$ cat config.mk
export PLATFORM = sky130hd
export DESIGN_NAME = control_fsm_mc
export DESIGN_NICKNAME = d
export VERILOG_FILES = /design/src/rtl/control_fsm_mc.sv
export SDC_FILE = /design/constraint.sdc
export NUM_CORES = 1
export LEC_CHECK = 0
export BUFFER_PORTS_ARGS = -buffer_cell sky130_fd_sc_hd__buf_4
export CORE_ASPECT_RATIO = 1.5
export CORE_MARGIN = 8
export CORE_UTILIZATION = 51
export CTS_CLUSTER_DIAMETER = 120
export DETAILED_ROUTE_END_ITERATION = 10
export PLACE_DENSITY = 0.84
export SYNTH_ARGS = -nofsm -noshare
export SYNTH_HDL_FRONTEND = slang
export SYNTH_SLANG_ARGS = --single-unit
$ cat constraint.sdc
create_clock -name CLK -period 2.7 [get_ports CLK]
set_input_delay 0.27 -clock CLK [delete_from_list [all_inputs] [get_ports CLK]]
set_output_delay 0.27 -clock CLK [all_outputs]
set_load 0.01 [all_outputs]
$ cat src/rtl/control_fsm_mc.sv
// Multi-cycle processor main control FSM; optional ILLEGAL_TRAP_EN sends illegal opcodes to a sticky Trap state.
// Latency: one state per clock; outputs are combinational from state and inputs.
// Backpressure: Mem_ready low holds Fetch, lw2 and sw.
module control_fsm_mc #(
    parameter int OPW    = 7,
    parameter int ALUOPW = 4,
    parameter int CNTW   = 16
) (
    input  logic              CLK,
    input  logic              Reset,
    input  logic [OPW-1:0]    input_control,
    input  logic              Mem_ready,
    output logic              output_control_Branch,
    output logic              output_control_IoD,
    output logic              output_control_IRWrite,
    output logic              output_control_Mem2Reg,
    output logic              output_control_MemR,
    output logic              output_control_MemW,
    output logic              output_control_PCSrc,
    output logic              output_control_PCWrite,
    output logic              output_control_RegWrite,
    output logic [1:0]        output_control_ALUSrcA,
    output logic [1:0]        output_control_ALUSrcB,
    output logic [1:0]        output_control_BranchType,
    output logic [ALUOPW-1:0] output_control_ALUOp,
    output logic [3:0]        output_control_current_state,
    output logic [3:0]        output_control_next_state,
    output logic              output_control_Halted,
    output logic [CNTW-1:0]   output_control_retired
);

    typedef enum logic [3:0] {
        S_FETCH    = 4'd0,
        S_DECODE   = 4'd1,
        S_RTYPE    = 4'd2,
        S_RITYPE   = 4'd3,
        S_RTYPEEND = 4'd4,
        S_LW1      = 4'd5,
        S_LW2      = 4'd6,
        S_SW       = 4'd7,
        S_JALR     = 4'd8,
        S_BRANCH   = 4'd9,
        S_BRANCH2  = 4'd10,
        S_JAL      = 4'd11,
`ifdef ILLEGAL_TRAP_EN
        S_TRAP     = 4'd14,
`endif
        S_HALT     = 4'd13
    } state_t;

    localparam logic [ALUOPW-1:0] ALU_ADD = '0;
    localparam logic [ALUOPW-1:0] ALU_SUB = ALUOPW'(1);

    state_t            r_state;
    state_t            w_next;
    logic [CNTW-1:0]   r_retired;
    logic [2:0]        w_class;
    logic [3:0]        w_func;
    logic              w_retire;

    assign w_class = input_control[OPW-1 -: 3];
    assign w_func  = input_control[3:0];

    always_comb begin
        w_next                    = r_state;
        output_control_Branch     = 1'b0;
        output_control_IoD        = 1'b0;
        output_control_IRWrite    = 1'b0;
        output_control_Mem2Reg    = 1'b0;
        output_control_MemR       = 1'b0;
        output_control_MemW       = 1'b0;
        output_control_PCSrc      = 1'b0;
        output_control_PCWrite    = 1'b0;
        output_control_RegWrite   = 1'b0;
        output_control_ALUSrcA    = 2'b00;
        output_control_ALUSrcB    = 2'b00;
        output_control_BranchType = 2'b00;
        output_control_ALUOp      = ALU_ADD;
        output_control_Halted     = 1'b0;
        case (r_state)
            S_FETCH: begin
                output_control_MemR    = 1'b1;
                output_control_ALUSrcB = 2'b01;
                output_control_IRWrite = Mem_ready;
                output_control_PCWrite = Mem_ready;
                w_next = Mem_ready ? S_DECODE : S_FETCH;
            end
            S_DECODE: begin
                output_control_ALUSrcB = 2'b10;
                case (w_class)
                    3'b001:  w_next = S_RTYPE;
                    3'b010:  w_next = S_RITYPE;
                    3'b011:  w_next = S_LW1;
                    3'b100:  w_next = S_SW;
                    3'b101:  w_next = S_BRANCH;
                    3'b110:  w_next = S_JAL;
                    3'b111:  w_next = S_JALR;
`ifdef ILLEGAL_TRAP_EN
                    default: w_next = (w_func == 4'd0) ? S_HALT : S_TRAP;
`else
                    default: w_next = (w_func == 4'd0) ? S_HALT : S_FETCH;
`endif
                endcase
            end
            S_RTYPE: begin
                output_control_ALUSrcA = 2'b01;
                output_control_ALUOp   = ALUOPW'(w_func);
                w_next = S_RTYPEEND;
            end
            S_RITYPE: begin
                output_control_ALUSrcA = 2'b01;
                output_control_ALUSrcB = 2'b10;
                output_control_ALUOp   = ALUOPW'(w_func);
                w_next = S_RTYPEEND;
            end
            S_RTYPEEND: begin
                output_control_RegWrite = 1'b1;
                w_next = S_FETCH;
            end
            S_LW1: begin
                output_control_ALUSrcA = 2'b01;
                output_control_ALUSrcB = 2'b10;
                w_next = S_LW2;
            end
            S_LW2: begin
                output_control_MemR     = 1'b1;
                output_control_IoD      = 1'b1;
                output_control_Mem2Reg  = 1'b1;
                output_control_RegWrite = Mem_ready;
                w_next = Mem_ready ? S_FETCH : S_LW2;
            end
            S_SW: begin
                output_control_ALUSrcA = 2'b01;
                output_control_ALUSrcB = 2'b10;
                output_control_IoD     = 1'b1;
                output_control_MemW    = 1'b1;
                w_next = Mem_ready ? S_FETCH : S_SW;
            end
            S_BRANCH: begin
                output_control_ALUSrcA    = 2'b01;
                output_control_ALUOp      = ALU_SUB;
                output_control_Branch     = 1'b1;
                output_control_BranchType = w_func[1:0];
                w_next = S_BRANCH2;
            end
            // PC write here is qualified by ALU flags inside the datapath
            S_BRANCH2: begin
                output_control_Branch     = 1'b1;
                output_control_PCSrc      = 1'b1;
                output_control_BranchType = w_func[1:0];
                w_next = S_FETCH;
            end
            S_JAL: begin
                output_control_PCSrc    = 1'b1;
                output_control_PCWrite  = 1'b1;
                output_control_RegWrite = 1'b1;
                w_next = S_FETCH;
            end
            S_JALR: begin
                output_control_ALUSrcA  = 2'b01;
                output_control_ALUSrcB  = 2'b10;
                output_control_PCWrite  = 1'b1;
                output_control_RegWrite = 1'b1;
                w_next = S_FETCH;
            end
            S_HALT: begin
                output_control_Halted = 1'b1;
            end
`ifdef ILLEGAL_TRAP_EN
            S_TRAP: begin
                output_control_Halted = 1'b1;
            end
`endif
            default: w_next = S_FETCH;
        endcase
    end

    assign w_retire = (r_state != S_FETCH) && (w_next == S_FETCH);

    always_ff @(posedge CLK or negedge Reset) begin
        if (!Reset) begin
            r_state   <= S_FETCH;
            r_retired <= '0;
        end else begin
            r_state <= w_next;
            if (w_retire)
                r_retired <= r_retired + CNTW'(1);
        end
    end

    assign output_control_current_state = r_state;
    assign output_control_next_state    = w_next;
    assign output_control_retired       = r_retired;

endmodule

==> flow_summary.yaml <==
placed_design:
  place_inst: 215
  place_ws_ns: 0.471
  dp_hpwl_mm: 2.96
  portBuffers: 52
  place_congestion: 0.881
clock_network:
  cts_setup_buffers: 0
  cts-htree-levels: 1
  cts_made_buffers: 3
  clkTransAtPathRegs_ns: 0.12
  cts_sinks: 20
  insertion_delay_ns: 0.31
  clockRootBuffer: "clkbuf_4"
  clk_path_buf_depth: 2
  cts_tree: "done"
worst_setup_path:
  cp_slowest_cell: "dfrtp_1"
  worstPathBufferInverterCount: 0
  worstSetupPathType: "flip-flop to flip-flop"
  slowest_delay_ns: 0.61
  cp_cell_sequence: "nor4b_2 > nor3b_2 > o32a_1 > mux2_2"
  worst_setup_path_end_kind: "flip-flop"
  start_kind: "flip-flop"
  critPathRequiredTime_ns: 2.90
  cp_max_fo: 20
  crit_family: "simple AND/OR/NAND/NOR gates"
  r2r_setup_slack_ns: 0.41
  worst_ep_arrival_time_ns: 2.49
synth:
  ys_types: 44
  synth_top_family_by_area: "simple AND/OR/NAND/NOR gates"
  synthCells: 150
  synth_warnings: 0
  synth_fa_ha_area_share_pct: 0.938
  synthXorXnorAreaFrac_pct: 10.5
  synthArstFlopShare_pct: 100
  synth_area_um2: 1330
  synth_compound_area_share_pct: 12.2
  syn_nets: 161
  synth-seq-cells: 20
  synth_edf_count: 0
  muxShareOfSynthArea_pct: 0.844
  synth.avg_cell_area_um2: 8.89
  ys.flop_type: "dfrtp_1"
  synthSimpleGateAreaFrac_pct: 31.4
  synth.yosys.seq_area_share_pct: 37.5
final_layout:
  register_area_um2: 500
  syn_to_final_growth_pct: 31.3
  nFillCells: 201
  fin_nets: 208
  final_cells: 220
  diodes: 0
  layout_common_cells: "buf_4, dfrtp_1, nand2_1"
  multiInputGateArea_um2: 749
  drive_gt1_share_pct: 33.7
  final_common_cell: "buf_4"
sta:
  final.setup.worst_slack_ns: 0.415
  tns_ns: 0
  fin_skew_ns: 0.00682
  whs_ns: 0.356
  tightest_slew_ns: 0.603
  grt_setup_unrepaired: "no"
  fmax_mhz: 438
  max-slew-margin-rel_pct: 59.8
  finalHoldViolCount: 0
  maxSlewViolCount: 0
  setup-violations-final: 0
  fin_crit_ns: 2.29
  min_period_over_period_pct: 84.6
route:
  detail-route-antenna-nets: 0
  via_per_inst: 5.94
  wl_per_cell_um: 17.1
  routed_wl_mm: 3.76
  firstDrtPassIters: 4
  vias: 1306
  drcViolationCount: 0
  drt_iter0_markers: 29
die:
  dieArea_um2: 4540
  fp.coreArea_um2: 2480
  initial_core_util_pct: 53.8
  die_height_um: 78.6
  fp.dieW_um: 57.8
  num_rows: 22
  ios: 54
power_and_ir_drop:
  power.total_w: 0.00159
  clkPwrFrac_pct: 15.5
  pwr-share-comb_pct: 51.5
  total_leakage_power_nw: 0.827
  p_per_area_nw_per_um2: 910
  netSwitchingFraction_pct: 41.1
  vdd_drop_max_v: 0.000754
  seqPwrFrac_pct: 33.1
  power.switching_w: 0.000655
  internal_power_w: 0.000940
flow_run:
  max_cap_viol_count: 0
status:
  status: "complete, no violations"
global_routing:
  antenna_found_initial: 0
  grt_max_degree: 21
  gr-total-overflow: 0
  grt_pass1_vias: 1358
  grt.total_usage_pct: 16.7
  grt_pass1_wl_mm: 6.21
min_path:
  min_path_type: "input pin to asynchronous set/reset pin"
-- layout make-up --
class / count / share of cell area (%)
clock buffer: 3 / 1.29
clock inverter: 1 / 1.71
inverter: 5 / 1.07
multi-input combinational: 114 / 42.8
sequential: 20 / 28.6
tap: 24 / 1.71
timing repair buffer: 53 / 22.9
-- power groups by stage --
stage | Clock (W) | Combinational (W) | Sequential [W]
after floorplan | 0 | 0.000522 | 0.000474
after global placement | 0 | 0.000805 | 0.000517
after detailed placement | 0 | 0.000831 | 0.000529
after CTS | 0.000249 | 0.000833 | 0.000525
after global routing | 0.000257 | 0.000894 | 0.000547
final | 0.000246 | 0.000821 | 0.000527
-- synthesized netlist by cell type (all sizes together), types with 2 or more instances --
library cell,count,area [um^2]
inv,5,18.8
a21oi,7,35.0
buf,6,46.3
and3,11,70.1
or2,2,12.5
nor4b,2,23.8
o32ai,3,33.8
nand3,3,15.0
xnor2,13,114
nor2b,3,18.8
nor3b,2,20.0
o21ai,4,20.0
nand2b,4,25.0
clkbuf,5,18.8
o22ai,2,12.5
xor2,3,26.3
dfrtp,20,500
nor2,10,37.5
and2,3,18.8
nand4,6,37.5
nor3,5,25.0
nor4,3,33.8
nand2,15,56.3
or3,2,17.5
-- timing repair --
action,4_1_cts,5_1_grt
hold endpoints to repair,20,0
hold buffers,1,0
gates resized for setup,0,0
-- cell families (layout without fill, tap and decap cells) --
logic type | after synthesis | in the layout
AO/OA/AOI/OAI | 23 | 23
XOR/XNOR | 16 | 16
adder cells (fa/ha/maj) | 1 | 1
buffers and inverters | 16 | 62
flip-flops | 20 | 20
multiplexers | 1 | 1
other | 1 | 1
AND/OR/NAND/NOR | 72 | 72
-- worst paths after layout --
path,depth (start not counted),from,endpoint
max in group asynchronous,2,Reset,output_control_current_state[0]
setup reg to reg,4,output_control_current_state[1],output_control_retired[1]
min in group CLK,3,Mem_ready,output_control_current_state[1]
setup / recovery,4,output_control_current_state[1],output_control_retired[1]
hold / removal,2,Reset,output_control_retired[10]
hold reg to reg,1,output_control_retired[15],output_control_retired[15]
-- worst register-to-register path: stages, from the launching register on --
cell,delay (ns)
dfrtp_1,0.61
nor4b_2,0.48
nor3b_2,0.30
o32a_1,0.41
mux2_2,0.38
-- metal layers --
layer | up-vias | GRT usage (%) | wire length (um)
li1 | 617 | - | -
met1 | 613 | 15.6 | 1360
met2 | 63 | 31.1 | 2010
met3 | 13 | 4.08 | 263
met4 | 0 | 10.3 | 131
met5 | - | 0 | 0
-- through the flow --
step                      area, um^2  util, %
after floorplan                 1330        -
after global placement          1690     68.2
after detailed placement        1690     68.2
after CTS                       1750     70.7
after global routing            1750     70.7
final                           1750     70.7
-- state kept, by name, indices dropped and copies added (netlist names) --
name / cells
output_control_retired: 16
output_control_current_state: 4
Note: power is estimated with default switching activity, not from simulation.
